--- config.mk ---
export PLATFORM = sky130hd
export DESIGN_NAME = ccip_rd_req_arbiter
export DESIGN_NICKNAME = d
export VERILOG_FILES = /design/src/rtl/ccip_rd_req_arbiter.sv
export SDC_FILE = /design/constraint.sdc
export NUM_CORES = 1
export LEC_CHECK = 0
export BUFFER_PORTS_ARGS = -buffer_cell sky130_fd_sc_hd__buf_2
export CELL_PAD_IN_SITES_DETAIL_PLACEMENT = 1
export CELL_PAD_IN_SITES_GLOBAL_PLACEMENT = 1
export CORE_AREA = 4 4 504 506
export CTS_CLUSTER_DIAMETER = 100
export DETAILED_ROUTE_END_ITERATION = 10
export DIE_AREA = 0 0 508 510
export HOLD_SLACK_MARGIN = 0.15
export PLACE_DENSITY = 0.41
export SKIP_LAST_GASP = 1
export SYNTH_ARGS = -nofsm -noshare
export SYNTH_HDL_FRONTEND = slang
export SYNTH_SLANG_ARGS = --single-unit
--- constraint.sdc ---
create_clock -name clk -period 7 [get_ports clk]
set_clock_uncertainty 0.05 [all_clocks]
set_input_delay 0.7 -clock clk [delete_from_list [all_inputs] [get_ports clk]]
set_output_delay 0.7 -clock clk [all_outputs]
set_load 0.05 [all_outputs]
--- src/rtl/ccip_rd_req_arbiter.sv ---
`default_nettype none
// ============================================================================
// Module   : ccip_rd_req_arbiter
// Purpose  : Round-robin sharing of the CCI-P c0 read-request channel among
//            NUM_REQ requesters. Tags mdata with the requester index, routes
//            read responses back to their owner, limits outstanding reads
//            per requester, honours c0TxAlmFull and supports a drain mode.
// Revision : 1.0 - initial release
// ============================================================================
module ccip_rd_req_arbiter #(
  parameter int NUM_REQ = 4,
  parameter int MAX_OUT = 4,
  parameter int ADDR_W  = 42
) (
  input  logic                      clk,
  input  logic                      reset,
  input  logic [NUM_REQ-1:0]        req_valid_i,
  input  logic [NUM_REQ*ADDR_W-1:0] req_addr_i,
  output logic [NUM_REQ-1:0]        req_ready_o,
  output logic [NUM_REQ-1:0]        rsp_valid_o,
  output logic [511:0]              rsp_data_o,
  output logic                      c0_tx_valid_o,
  output logic [ADDR_W-1:0]         c0_tx_addr_o,
  output logic [15:0]               c0_tx_mdata_o,
  input  logic                      c0_tx_alm_full_i,
  input  logic                      c0_rx_rsp_valid_i,
  input  logic [15:0]               c0_rx_mdata_i,
  input  logic [511:0]              c0_rx_data_i,
  input  logic                      drain_i,
  output logic                      idle_o,
  output logic                      err_o
);

  localparam int PTR_W = $clog2(NUM_REQ);
  localparam int IDX_W = PTR_W + 1;
  localparam logic [3:0] C_MAX_OUT = 4'(MAX_OUT);

  // Registered state
  logic [3:0]          out_cnt_q [NUM_REQ];
  logic [3:0]          out_cnt_d [NUM_REQ];
  logic [PTR_W-1:0]    rr_ptr_q;
  logic [7:0]          seq_q;
  logic                c0_tx_valid_q;
  logic [ADDR_W-1:0]   c0_tx_addr_q;
  logic [15:0]         c0_tx_mdata_q;
  logic [NUM_REQ-1:0]  rsp_valid_q;
  logic [511:0]        rsp_data_q;
  logic                idle_q;
  logic                err_q;

  // Combinational helpers
  logic                w_arb_en;
  logic [NUM_REQ-1:0]  w_elig;
  logic                w_gnt_valid;
  logic [PTR_W-1:0]    w_gnt_idx;
  logic [IDX_W-1:0]    w_sum;
  logic [NUM_REQ-1:0]  w_gnt_onehot;
  logic [NUM_REQ-1:0]  w_rsp_hit;
  logic [NUM_REQ-1:0]  w_dec;
  logic                w_rsp_ok;
  logic                w_rsp_bad;
  logic                w_all_zero_d;
  logic [PTR_W-1:0]    w_rr_next;
  logic                w_unused_mdata;

  // Only the low mdata byte carries the requester index on the response path.
  assign w_unused_mdata = ^c0_rx_mdata_i[15:8];

  // Grants are suppressed globally during reset, drain or host almost-full.
  assign w_arb_en = !reset && !drain_i && !c0_tx_alm_full_i;

  for (genvar gi = 0; gi < NUM_REQ; gi++) begin : g_elig
    assign w_elig[gi]       = req_valid_i[gi] && (out_cnt_q[gi] < C_MAX_OUT) && w_arb_en;
    assign w_gnt_onehot[gi] = w_gnt_valid && (w_gnt_idx == PTR_W'(gi));
  end

  // Round-robin search: first eligible index starting at rr_ptr, with wrap.
  always_comb begin
    w_gnt_valid = 1'b0;
    w_gnt_idx   = '0;
    w_sum       = '0;
    for (int k = 0; k < NUM_REQ; k++) begin
      w_sum = {1'b0, rr_ptr_q} + IDX_W'(k);
      if (w_sum >= IDX_W'(NUM_REQ)) begin
        w_sum = w_sum - IDX_W'(NUM_REQ);
      end
      if (!w_gnt_valid && w_elig[w_sum[PTR_W-1:0]]) begin
        w_gnt_valid = 1'b1;
        w_gnt_idx   = w_sum[PTR_W-1:0];
      end
    end
  end

  assign req_ready_o = w_gnt_onehot;
  assign w_rr_next   = (w_gnt_idx == PTR_W'(NUM_REQ - 1)) ? '0 : w_gnt_idx + 1'b1;

  // A response is accepted only for an in-range id whose counter is non-zero.
  always_comb begin
    w_rsp_hit = '0;
    for (int i = 0; i < NUM_REQ; i++) begin
      w_rsp_hit[i] = (c0_rx_mdata_i[7:0] == 8'(i)) && (out_cnt_q[i] != 4'd0);
    end
  end

  assign w_dec     = {NUM_REQ{c0_rx_rsp_valid_i}} & w_rsp_hit;
  assign w_rsp_ok  = |w_dec;
  assign w_rsp_bad = c0_rx_rsp_valid_i && !w_rsp_ok;

  // Outstanding counters: grant increments, routed response decrements.
  always_comb begin
    w_all_zero_d = 1'b1;
    for (int i = 0; i < NUM_REQ; i++) begin
      out_cnt_d[i] = out_cnt_q[i];
      if (w_gnt_onehot[i] && !w_dec[i]) begin
        out_cnt_d[i] = out_cnt_q[i] + 4'd1;
      end else if (w_dec[i] && !w_gnt_onehot[i]) begin
        out_cnt_d[i] = out_cnt_q[i] - 4'd1;
      end
      if (out_cnt_d[i] != 4'd0) begin
        w_all_zero_d = 1'b0;
      end
    end
  end

  // State, issue and response registers.
  always_ff @(posedge clk) begin
    if (reset) begin
      for (int i = 0; i < NUM_REQ; i++) begin
        out_cnt_q[i] <= '0;
      end
      rr_ptr_q      <= '0;
      seq_q         <= '0;
      c0_tx_valid_q <= 1'b0;
      c0_tx_addr_q  <= '0;
      c0_tx_mdata_q <= '0;
      rsp_valid_q   <= '0;
      rsp_data_q    <= '0;
      idle_q        <= 1'b1;
      err_q         <= 1'b0;
    end else begin
      for (int i = 0; i < NUM_REQ; i++) begin
        out_cnt_q[i] <= out_cnt_d[i];
      end
      c0_tx_valid_q <= w_gnt_valid;
      if (w_gnt_valid) begin
        rr_ptr_q      <= w_rr_next;
        seq_q         <= seq_q + 8'd1;
        c0_tx_addr_q  <= req_addr_i[w_gnt_idx*ADDR_W +: ADDR_W];
        c0_tx_mdata_q <= {seq_q, 8'(w_gnt_idx)};
      end
      rsp_valid_q <= w_dec;
      if (w_rsp_ok) begin
        rsp_data_q <= c0_rx_data_i;
      end
      idle_q <= w_all_zero_d && !w_gnt_valid;
      if (w_rsp_bad) begin
        err_q <= 1'b1;
      end
    end
  end

  assign c0_tx_valid_o = c0_tx_valid_q;
  assign c0_tx_addr_o  = c0_tx_addr_q;
  assign c0_tx_mdata_o = c0_tx_mdata_q;
  assign rsp_valid_o   = rsp_valid_q;
  assign rsp_data_o    = rsp_data_q;
  assign idle_o        = idle_q;
  assign err_o         = err_q;

endmodule
`default_nettype wire
# --- Word-level counts from Yosys, hierarchy flattened ---
# Memories as Yosys holds them, arrays and structs flattened.
# Index checks and enable logic that the tools add are counted.
totals:
  reg_bits: 581
  ramBits: 16
  input_bits: 705
  out_inout_bits: 581
  wordCells: 150
  memories: 1
classes:
  n_addsub: 17
  multipliers: 1
  magnitude_cmp: 12
  eq_ne: 6
  shifts: 1
  mux: 40
  n_bitwise: 5
  n_reduce_logical: 58
mem_list:
  columns: ["name", "depth", "width", "read_ports", "rd_ports_with_merged_regs", "wr", "line_no", "source"]
  rows:
  - ["out_cnt_q", 4, 4, 4, 0, 4, "39", "logic [3:0] out_cnt_q [NUM_REQ];"]
ops:
  columns: ["operator", "n"]
  rows:
  - ["168-bit by 9-bit variable part select with 42-bit output", 1]
  - ["4-bit 2-to-1 mux", 12]
  - ["4-bit nonzero test", 8]
  - ["1-bit logical AND", 31]
  - ["2-bit 2-to-1 mux", 9]
  - ["4-bit by 1-bit adder with 4-bit output (second input constant)", 4]
  - ["8-bit by 2-bit == test with 1-bit output (second input constant)", 2]
  - ["1-bit logical NOT", 16]
  - ["4-bit by 3-bit less-than comparator with 1-bit output (second input constant)", 4]
  - ["4-bit by 1-bit subtractor with 4-bit output (second input constant)", 4]
  - ["1-bit 2-to-1 mux", 15]
  - ["2-bit by 3-bit less-than comparator with 1-bit output (second input constant)", 4]
  - ["3-bit greater-or-equal comparator (second input constant)", 3]
  - ["8-bit by 1-bit adder with 8-bit output (second input constant)", 1]
  - ["1-bit binary-select mux with 2-bit select", 4]
  - ["8-bit by 1-bit == test with 1-bit output (second input constant)", 1]
  - ["8-bit logical NOT", 1]
  - ["2-bit by 1-bit subtractor with 2-bit output (second input constant)", 4]
  - ["2-bit by 5-bit multiplier with 7-bit output (second input constant)", 1]
  - ["2-bit by 2-bit adder with 3-bit output (second input constant)", 2]
  - ["4-bit bitwise AND", 1]
  - ["2-bit == test (second input constant)", 2]
  - ["1-bit OR", 4]
  - ["4-bit OR reduction", 1]
  - ["other kinds (5)", 5]

# --- Longest topological paths before layout ---
# Gate-level depths: netlist (run 1).
logic_depth:
  depth_word: 28
  mapped_depth: 16

# --- Worst setup path before layout (run 1) ---
# OpenSTA, ideal clock, no wires.
synth_timing:
  path_type: "input to register"
  from: "in reset"
  to: "reg idle_q, in the netlist idle_o"
  setup_time_ps: 96
  arrival_time_ps: 3718
  required_time_ps: 6854
  setup_slack_ps: 3137
  cell_stages: 16
  path_buffers: 3
  cell_sequence: "buf_6 -> or3_4 -> or3_1 -> o31ai_1 -> o21ai_1 -> nand2_1 -> buf_4 -> buf_4 -> inv_1 -> ha_1 -> o21ai_1 -> inv_1 -> o32ai_1 -> o21bai_1 -> nand4_1 -> o41ai_2"
synth_between:
  elab_cells_between_ends: 67
  classes_between: "3 x eq/ne; 28 x mux; 36 x reduce/logical"
synth_rtl:
  columns: ["element", "line_no", "source"]
  rows:
  - ["start, declared", "16", "input logic reset,"]
  - ["1-bit logical NOT (*)", "70", "assign w_arb_en = !reset && !drain_i && !c0_tx_alm_full_i;"]
  - ["1-bit logical AND (*) (2 in series)", "70", null]
  - ["1-bit logical AND", "73", "assign w_elig[gi] = req_valid_i[gi] && (out_cnt_q[gi] < C_MAX_OUT) && w_arb_en;"]
  - ["1-bit binary-select mux with 2-bit select", "87", "if (!w_gnt_valid && w_elig[w_sum[PTR_W-1:0]]) begin"]
  - ["1-bit 2-to-1 mux (not written as such)", "87", null]
  - ["1-bit 2-to-1 mux", "87", null]
  - ["1-bit logical NOT", "87", null]
  - ["1-bit logical AND", "87", null]
  - ["[7 not listed]", null, null]
  - ["net w_gnt_idx[0]", "55", "logic [PTR_W-1:0] w_gnt_idx;"]
  - ["[2 not listed]", null, null]
  - ["net req_ready_o[1]", "19", "output logic [NUM_REQ-1:0] req_ready_o,"]
  - ["1-bit logical NOT", "116", "end else if (w_dec[i] && !w_gnt_onehot[i]) begin"]
  - ["1-bit logical AND", "116", null]
  - ["4-bit 2-to-1 mux", "116", null]
  - ["4-bit 2-to-1 mux (*)", "114", "if (w_gnt_onehot[i] && !w_dec[i]) begin"]
  - ["4-bit nonzero test (*)", "119", "if (out_cnt_d[i] != 4'd0) begin"]
  - ["1-bit 2-to-1 mux (*) (3 in series)", "119", null]
  - ["1-bit logical AND (*)", "155", "idle_q <= w_all_zero_d && !w_gnt_valid;"]
  - ["end signal, assigned", "155", null]
  - ["end, declared", "48", "logic idle_q;"]
# The timed path passes the listed nets; every way through them passes the cells marked *. The select of a mux whose other input is x is not followed.
# A chain may end at the register's enable or synchronous reset.

==> results of run 1 <==
[placed cells by master, fill, tap and decap left out, types with 17 or more instances in the layout]
cell type / n
sky130_fd_sc_hd__clkbuf_1: 19
sky130_fd_sc_hd__a21oi_1: 531
sky130_fd_sc_hd__o221ai_1: 31
sky130_fd_sc_hd__nor2_1: 27
sky130_fd_sc_hd__dlygate4sd3_1: 467
sky130_fd_sc_hd__inv_1: 17
sky130_fd_sc_hd__nand2_1: 1094
sky130_fd_sc_hd__clkbuf_16: 93
sky130_fd_sc_hd__diode_2: 36
sky130_fd_sc_hd__dfxtp_1: 597
sky130_fd_sc_hd__buf_2: 1270
sky130_fd_sc_hd__mux2i_1: 89
[cell type report]
class / instances / area [sq um]
Fill cell: 30200 / 210000
Sequential cell: 597 / 12000
Timing Repair Buffer: 1761 / 11300
Multi-Input combinational cell: 1950 / 9430
Tap cell: 3348 / 4190
Clock buffer: 128 / 2620
Clock inverter: 33 / 360
Antenna cell: 36 / 90.1
Inverter: 18 / 67.6
[cell families (layout without fill, tap and decap cells)]
group / after synthesis / count (layout) / share of synthesized area (%)
compound gates: 615 / 615 / 14.9
fa+ha+maj: 14 / 14 / 0.772
simple gates: 1197 / 1197 / 21.0
flops: 597 / 597 / 53.4
xor+xnor: 17 / 17 / 0.666
mux: 101 / 101 / 4.59
buf+inv: 228 / 1940 / 4.63
other cells: 1 / 42 / 0.0168
[through the flow]
step,instances,power (uW)
finish,7871,9040
detailed placement,7207,4230
floorplan,2775,3860
CTS,7835,9310
global placement,7207,4230
global route,7850,9480
[worst min-delay path: cells and delay by family]
kind                   cells  cell delay, ns
AOI/OAI and AO/OA          1            0.15
buffers and inverters      1            0.09
muxes                      1            0.06
[worst max path at each step]
stage	startpoint	endpoint	slack, ns	depth (start not counted)
2_1_floorplan	reset	idle_o	3.14	16
5_1_grt	out_cnt_q[1][2]	req_ready_o[3]	1.86	9
6_report	out_cnt_q[1][3]	req_ready_o[3]	2.27	9
3_3_place_gp	reset	req_ready_o[3]	2.33	11
3_5_place_dp	reset	req_ready_o[3]	2.39	11
4_1_cts	out_cnt_q[1][3]	req_ready_o[3]	2.05	9
[per-layer routing]
metal | up-vias | routed length (microns) | track usage [%]
met2 | 1018 | 74000 | 19.3
met3 | 245 | 14500 | 4.56
met5 | - | 411 | 0
li1 | 12500 | - | -
met1 | 12300 | 65000 | 13.5
met4 | 72 | 5090 | 4.16
[registers in the layout, indices dropped and copies added, names as in the netlist]
register,flops
idle_o,1
rsp_valid_o,4
out_cnt_q,16
rr_ptr_q,2
c0_tx_mdata_o,10
seq_q,8
c0_tx_valid_o,1
rsp_data_o,512
err_o,1
c0_tx_addr_o,42
[Yosys cell counts, types with 2 or more instances]
library cell               number
sky130_fd_sc_hd__nor3b_1        3
sky130_fd_sc_hd__o221ai_1      31
sky130_fd_sc_hd__a31oi_1        2
sky130_fd_sc_hd__buf_6          6
sky130_fd_sc_hd__buf_8          2
sky130_fd_sc_hd__mux2i_1       89
sky130_fd_sc_hd__or3b_2         2
sky130_fd_sc_hd__nor3_2         2
sky130_fd_sc_hd__buf_1         15
sky130_fd_sc_hd__xor2_1         4
sky130_fd_sc_hd__o211ai_1       5
sky130_fd_sc_hd__xnor2_1       13
sky130_fd_sc_hd__nand4_1       12
sky130_fd_sc_hd__o21ai_2       13
sky130_fd_sc_hd__o21ai_0        9
sky130_fd_sc_hd__and3_1         4
sky130_fd_sc_hd__nand2_1     1096
sky130_fd_sc_hd__buf_4          9
sky130_fd_sc_hd__or3_1          5
sky130_fd_sc_hd__o21a_1         2
sky130_fd_sc_hd__nor2b_1        3
sky130_fd_sc_hd__a311oi_1       2
sky130_fd_sc_hd__a31o_2         2
sky130_fd_sc_hd__or4_1          2
sky130_fd_sc_hd__nand3_1       16
sky130_fd_sc_hd__o21ai_1        5
sky130_fd_sc_hd__inv_1         17
sky130_fd_sc_hd__a22oi_1        2
sky130_fd_sc_hd__nor3_1         9
sky130_fd_sc_hd__buf_2         63
sky130_fd_sc_hd__or3b_1         2
sky130_fd_sc_hd__mux2_2        12
sky130_fd_sc_hd__dfxtp_1      597
sky130_fd_sc_hd__clkbuf_1     115
sky130_fd_sc_hd__a211oi_1       2
sky130_fd_sc_hd__ha_1          13
sky130_fd_sc_hd__nor2_1        29
sky130_fd_sc_hd__a21oi_1      531
sky130_fd_sc_hd__and2_1         4
[power breakdown]
group          internal (uW)  total [uW]  switching, uW
Combinational            416         919            504
Sequential              3440        3470           29.5
Clock                   2730        4650           1910
Total                   6590        9040           2450
[repair_timing]
action | CTS | global route
hold buffers | 467 | 0
resized for setup | 0 | 0
endpoints found under the hold margin | 456 | 0
endpoints found under the setup margin | 0 | 0
==> reports/qor.tcl, run 1 <==
set qor(outcome) {finished clean}
set qor(critical_path.reg2reg.endpoint) {c0_tx_addr_o[37]}
set qor(die_w_microns) 508
set qor(clkSinkCount) 597
set qor(ys_async_sr_fraction_pct) 0
set qor(transition_time_of_the_tightest_slew_check_pin_ns) 1.20
set qor(slew_headroom_pct) 20.3
set qor(place.port_buffers) 1271
set qor(fin_hold_ws_ns) 0.260
set qor(critical-path-slowest-cell) {sky130_fd_sc_hd__o21ai_4}
set qor(finalCritPeriodShare_pct) 67.6
set qor(critPathMaxFanout) 21
set qor(grt_overflow) 0
set qor(timing.hold.worst.start) {req_addr_i[5]}
set qor(tritoncts_clock_tree) {done}
set qor(clock_latency_ns) 0.72
set qor(worst_path_cell_chain) {nor3b_1 > a31o_2 > a31oi_1 > o21ai_4 > inv_1 > ha_1 > o21ai_1 > inv_1 > buf_2}
set qor(layout-drive-gt1-share_pct) 33.0
set qor(synth.yosys.warnings) 0
set qor(vias) 26100
set qor(ys_types) 59
set qor(grt_pass1_vias) 27000
set qor(fp-row-count) 184
set qor(synthTopCellsByArea) {sky130_fd_sc_hd__dfxtp_1 (53%), sky130_fd_sc_hd__nand2_1 (18%), sky130_fd_sc_hd__a21oi_1 (12%)}
set qor(cts_max_level) 3
set qor(r2r_start) {out_cnt_q[1][3]}
set qor(critical_path_arrival_ns) 3.98
set qor(required_ns) 6.25
set qor(fp.coreArea_sq_mm) 0.250
set qor(routed_via_density) 3.32
set qor(slew_violations) 0
set qor(yosysTopAreaCell) {sky130_fd_sc_hd__dfxtp_1}
set qor(finalSetupViolations) 0
set qor(worstHoldPathType) {in2reg}
set qor(ir_drop_uv) 154
set qor(first_pass_drt_iterations) 5
set qor(grt_max_degree) 173
set qor(power.leakage_uw) 0.0169
set qor(postCtsSetupRepairBufs) 0
set qor(synthesis.area_per_instance_sq_um) 8.07
set qor(critical-path-top-cell-by-count) {sky130_fd_sc_hd__inv_1}
set qor(synth_top_area_share_pct) 53.4
set qor(critical_path_buf_inv_count) 3
set qor(detail_route.iter0.violations) 1145
set qor(netlist_instances) 2770
set qor(worst_hold_path.endpoint) {c0_tx_addr_o[5]}
set qor(route.final.wire_length_mm) 159
set qor(setup.worst_path.start_class) {flip-flop}
set qor(area_growth_syn_to_layout_pct) 79.0
set qor(ioPinCount) 1286
set qor(setup.worst_path.end_class) {primary output}
set qor(grt_util_all_layers_pct) 11.6
set qor(drv_cap) 0
set qor(critical_path.max_stage_delay_ns) 0.81
set qor(seq_area_frac_synth_pct) 53.4
set qor(detailed_place.area_sq_mm) 0.0323
set qor(number_of_flops_mapped_to_enable_cells_by_yosys) 0
set qor(die_outline_area_sq_mm) 0.259
set qor(timing.hold.worst_path_depth) 3
set qor(final.setup.worst_slack_ns) 2.27
set qor(detail_route_antenna_nets) 0
set qor(fmaxAchievable_ghz) 0.211
set qor(finalWeightedCongestion) 0.860
set qor(worstRegToRegCells) 9
set qor(critical_path_class) {reg2out}
set qor(initial_utilization_pct) 8.94
set qor(grt_first_pass_wirelength_mm) 215
set qor(cts_root_buffer) {sky130_fd_sc_hd__clkbuf_16}
set qor(synth_top_flop_cell) {sky130_fd_sc_hd__dfxtp_1}
set qor(hold_viol_final) 0
set qor(path_clk_slew_ns) 0.05
set qor(grt_antenna_before_repair) 84
set qor(min_period_ns) 4.73
set qor(stdcell_area_sq_mm) 0.0400
set qor(numCtsBuffers) 91
set qor(finish.utilization_pct) 16.0
set qor(wl_per_cell_microns) 20.2
set qor(power_density_mw_per_mm2) 226
set qor(pre_cts_setup_slack_ns) 2.39
set qor(rsz0062_at_grt) {no}
set qor(floorplan.die.height_microns) 510
set qor(drt_drc_violations_left) 0
set qor(design.final.nets) 5137
set qor(reg2reg_setup_slack_ns) 2.98
set qor(syn_std_cell_area_sq_mm) 0.0224
set qor(tns_ns) 0
set qor(hpwl_mm) 125
set qor(ys_ff_latch) 597
set qor(cpLargestDelayFamily) {compound AO/OA/AOI/OAI gates}
set qor(max_clock_buf_depth) 3
Power figures use the tool's default switching activity.
==> run 2, diff against run 1 <==
CORE_AREA = 4 4 495 497   (was 4 4 504 506)
DIE_AREA = 0 0 499 501   (was 0 0 508 510)
PLACE_DENSITY = 0.43   (was 0.41)
clock period = 4.27 ns   (was 7 ns; I/O delays follow)
==> run 2 against run 1 <==
  * Via count rose by 3.0%
  * Final area rose by 4.5%
  * Sequential power rose by 64%
  * First-iteration DRC count rose by 9.1%
  * Die area fell by 3.5%
  * Routed wire length fell by 0.61%
  * Setup slack got worse by 2.0 ns
  * Combinational power rose by 86%
  * Final cell count rose by 0.48%
  * Power rose by 65%
  * Flip-flop and latch count did not move
  * Worst hold slack improved by 0.031 ns
  * Largest cell class is now non-clock buffers
  * Largest power group unchanged
==> reports/qor.tcl, run 2 (synthesis results as in run 1) <==
set qor(power_density_mw_per_mm2) 356 ;# was 226 mW/mm^2
set qor(tritoncts_clock_tree) {done} ;# unchanged
set qor(finalSetupViolations) 0 ;# unchanged
set qor(cts_resized) 0 ;# unchanged
set qor(slew_violations) 0 ;# unchanged
set qor(most_common_cell_after_layout_fill_and_taps_aside) {sky130_fd_sc_hd__buf_2} ;# unchanged
set qor(grt_first_pass_wirelength_mm) 218 ;# was 215 mm
set qor(finish.cell_count_without_fillers) 7909 ;# was 7871
set qor(critPathMaxFanout) 73 ;# was 21
set qor(fmaxAchievable_ghz) 0.250
set qor(critical_path.max_stage_delay_ns) 0.62 ;# was 0.81 ns
set qor(setup.worst_path.end_class) {flip-flop} ;# was primary output
set qor(path_clk_slew_ns) 0.06 ;# was 0.05 ns
set qor(critical_path_class) {in2reg} ;# was reg2out
set qor(worstHoldPathType) {in2reg} ;# unchanged
set qor(min_period_ns) 4.00
set qor(power.leakage_uw) 0.0178 ;# was 0.0169 uW
set qor(slew_headroom_pct) 28.2 ;# was 20.3%
set qor(timing.hold.worst_path_depth) 4 ;# was 3
set qor(numCtsBuffers) 86 ;# was 91
set qor(critical_path_arrival_ns) 4.56 ;# was 3.98 ns
set qor(power_frac_comb_pct) 11.5 ;# was 10.2%
set qor(drv_cap) 0 ;# unchanged
set qor(initial_utilization_pct) 9.31 ;# was 8.94%
set qor(layout-drive-gt1-share_pct) 32.1 ;# was 33.0%
set qor(critical-path-top-cell-by-count) {sky130_fd_sc_hd__dlygate4sd3_1} ;# was sky130_fd_sc_hd__inv_1
set qor(top_library_cells_by_usage_in_the_layout_fill_and_taps_aside) {sky130_fd_sc_hd__buf_2 (1270), sky130_fd_sc_hd__nand2_1 (1094), sky130_fd_sc_hd__dlygate4sd3_1 (640)} ;# was sky130_fd_sc_hd__buf_2 (1270), sky130_fd_sc_hd__nand2_1 (1094), sky130_fd_sc_hd__dfxtp_1 (597)
set qor(worstRegToRegCells) 10 ;# was 9
set qor(ioPinCount) 1286 ;# unchanged
set qor(clkSinkCount) 597 ;# unchanged
set qor(grt_max_degree) 140 ;# was 173
set qor(clock_power_share_pct) 50.3 ;# was 51.4%
set qor(finalCritPeriodShare_pct) 93.8
set qor(max_clock_buf_depth) 3 ;# unchanged
set qor(die_w_microns) 499 ;# was 508 microns
set qor(required_ns) 4.82 ;# was 6.25 ns
set qor(grt_antenna_before_repair) 80 ;# was 84
set qor(fp.coreArea_sq_mm) 0.240 ;# was 0.250 sq mm
set qor(place.port_buffers) 1271 ;# unchanged
set qor(largest_register_ffs) 512 ;# unchanged
set qor(power.share.switching_pct) 26.7 ;# was 27.1%
set qor(vias) 26900 ;# was 26100
set qor(die_outline_area_sq_mm) 0.250 ;# was 0.259 sq mm
set qor(worst_path_cell_chain) {dlygate4sd3_1 > buf_8 > or3_4 > or3_1 > o31ai_1 > o21ai_1 > nand2_4 > buf_12 > mux2i_1 > dlygate4sd3_1 > o221ai_1 > dlygate4sd3_1} ;# was nor3b_1 > a31o_2 > a31oi_1 > o21ai_4 > inv_1 > ha_1 > o21ai_1 > inv_1 > buf_2
set qor(hold_viol_final) 0 ;# unchanged
set qor(grt_pass1_vias) 28200 ;# was 27000
set qor(power.net_switching_uw) 3980 ;# was 2450 uW
set qor(cts_root_buffer) {sky130_fd_sc_hd__clkbuf_16} ;# unchanged
set qor(pre_cts_setup_slack_ns) 0.881 ;# was 2.39 ns
set qor(floorplan.die.height_microns) 501 ;# was 510 microns
set qor(route.final.wire_length_mm) 158 ;# was 159 mm
set qor(final.setup.worst_slack_ns) 0.266 ;# was 2.27 ns
set qor(detail_route_antenna_nets) 0 ;# unchanged
set qor(clock_latency_ns) 0.71 ;# was 0.72 ns
set qor(ir_drop_uv) 267 ;# was 154 uV
set qor(finalWeightedCongestion) 0.879 ;# was 0.860
set qor(crit_cells) 12 ;# was 9
set qor(tns_ns) 0 ;# unchanged
set qor(postCtsSetupRepairBufs) 0 ;# unchanged
set qor(outcome) {finished clean} ;# unchanged
set qor(detail_route.iter0.violations) 1249 ;# was 1145
set qor(power.share.sequential_pct) 38.2 ;# was 38.4%
set qor(grt_overflow) 0 ;# unchanged
set qor(cts_max_level) 3 ;# unchanged
set qor(critical-path-slowest-cell) {sky130_fd_sc_hd__dlygate4sd3_1} ;# was sky130_fd_sc_hd__o21ai_4
set qor(dp.cells) 7074 ;# was 7207
set qor(fp-row-count) 180 ;# was 184
set qor(transition_time_of_the_tightest_slew_check_pin_ns) 1.08 ;# was 1.20 ns
set qor(hpwl_mm) 124 ;# was 125 mm
set qor(power.internal_uw) 10900 ;# was 6590 uW
set qor(area_growth_syn_to_layout_pct) 87.0 ;# was 79.0%
set qor(cpLargestDelayFamily) {buffers and inverters} ;# was compound AO/OA/AOI/OAI gates
set qor(rsz0062_at_grt) {no} ;# unchanged
set qor(drt_drc_violations_left) 0 ;# unchanged
set qor(wl_per_cell_microns) 20.0 ;# was 20.2 microns
set qor(setup.worst_path.start_class) {input pin} ;# was flip-flop
set qor(first_pass_drt_iterations) 5 ;# unchanged
set qor(routed_via_density) 3.40 ;# was 3.32
set qor(postCtsHoldBufs) 640 ;# was 467
set qor(design.final.nets) 5335 ;# was 5137
set qor(grt_util_all_layers_pct) 12.0 ;# was 11.6%
set qor(critical_path_buf_inv_count) 5 ;# was 3
run 2: cell types whose count changed in the layout (fill, tap and decap cells not counted), moves of 2 or more:
cell / before / now
sky130_fd_sc_hd__buf_12: 8 / 16
sky130_fd_sc_hd__clkinv_4: 4 / 2
sky130_fd_sc_hd__clkbuf_8: 16 / 20
sky130_fd_sc_hd__bufinv_16: 3 / 6
sky130_fd_sc_hd__clkbuf_16: 93 / 86
sky130_fd_sc_hd__inv_6: 8 / 5
sky130_fd_sc_hd__buf_4: 15 / 37
sky130_fd_sc_hd__diode_2: 36 / 38
sky130_fd_sc_hd__dlygate4sd3_1: 467 / 640
sky130_fd_sc_hd__clkinv_8: 0 / 2
sky130_fd_sc_hd__clkinv_2: 12 / 10
run 2: worst paths after layout:
path	from	end	slack, ns
min	req_addr_i[16]	c0_tx_addr_o[16]	0.29
min reg2reg	rsp_data_o[289]	rsp_data_o[289]	0.40
max reg2reg	out_cnt_q[0][2]	c0_tx_addr_o[22]	0.37
max	reset	c0_tx_addr_o[22]	0.27
run 2: power by group through the flow:
stage                     Sequential [uW]  Combinational, uW  Clock [uW]
final                                5690               1710        7500
after global routing                 5690               1840        8060
after CTS                            5690               1740        7890
after detailed placement             5810               1170           0
after global placement               5810               1160           0
after floorplan                      6010                325           0
run 2: worst reg2reg max path, cell delays in order (launching register included):
cell,delay (ns)
sky130_fd_sc_hd__dfxtp_1,0.38
sky130_fd_sc_hd__or3b_1,0.47
sky130_fd_sc_hd__or3_1,0.36
sky130_fd_sc_hd__o31ai_1,0.09
sky130_fd_sc_hd__o21ai_1,0.16
sky130_fd_sc_hd__nand2_4,0.13
sky130_fd_sc_hd__buf_12,0.32
sky130_fd_sc_hd__mux2i_1,0.54
sky130_fd_sc_hd__dlygate4sd3_1,0.62
sky130_fd_sc_hd__o221ai_1,0.13
sky130_fd_sc_hd__dlygate4sd3_1,0.59
run 2: per-layer routing:
layer / global-route usage, % / up-vias / share of wire (%)
met5: 0 / - / 0.22
met4: 3.21 / 60 / 2.8
met3: 4.50 / 240 / 8.0
met2: 19.9 / 1017 / 46
met1: 14.7 / 12700 / 43
li1: - / 12900 / -
run 2: stage by stage:
| stage | util, % | hold slack, ns | area, sq um | power [uW] |
|---|---|---|---|---|
| final | 17.4 | 0.291 | 41800 | 14900 |
| after global routing | 17.4 | 0.231 | 41800 | 15600 |
| after CTS | 17.4 | 0.166 | 41700 | 15300 |
| after detailed placement | 13.5 | 0.395 | 32400 | 6970 |
| after global placement | 13.5 | 0.389 | 32400 | 6960 |
| after floorplan | - | 0.391 | 22400 | 6330 |
run 2: layout make-up:
type                            count  area (sq um)
Multi-Input combinational cell   1950          9420
Timing Repair Buffer             1964         13400
Tap cell                         3185          3990
Antenna cell                       38          95.1
Clock inverter                     31           429
Clock buffer                      126          2500
Fill cell                       28800        198000
Inverter                           18          67.6
Sequential cell                   597         12000
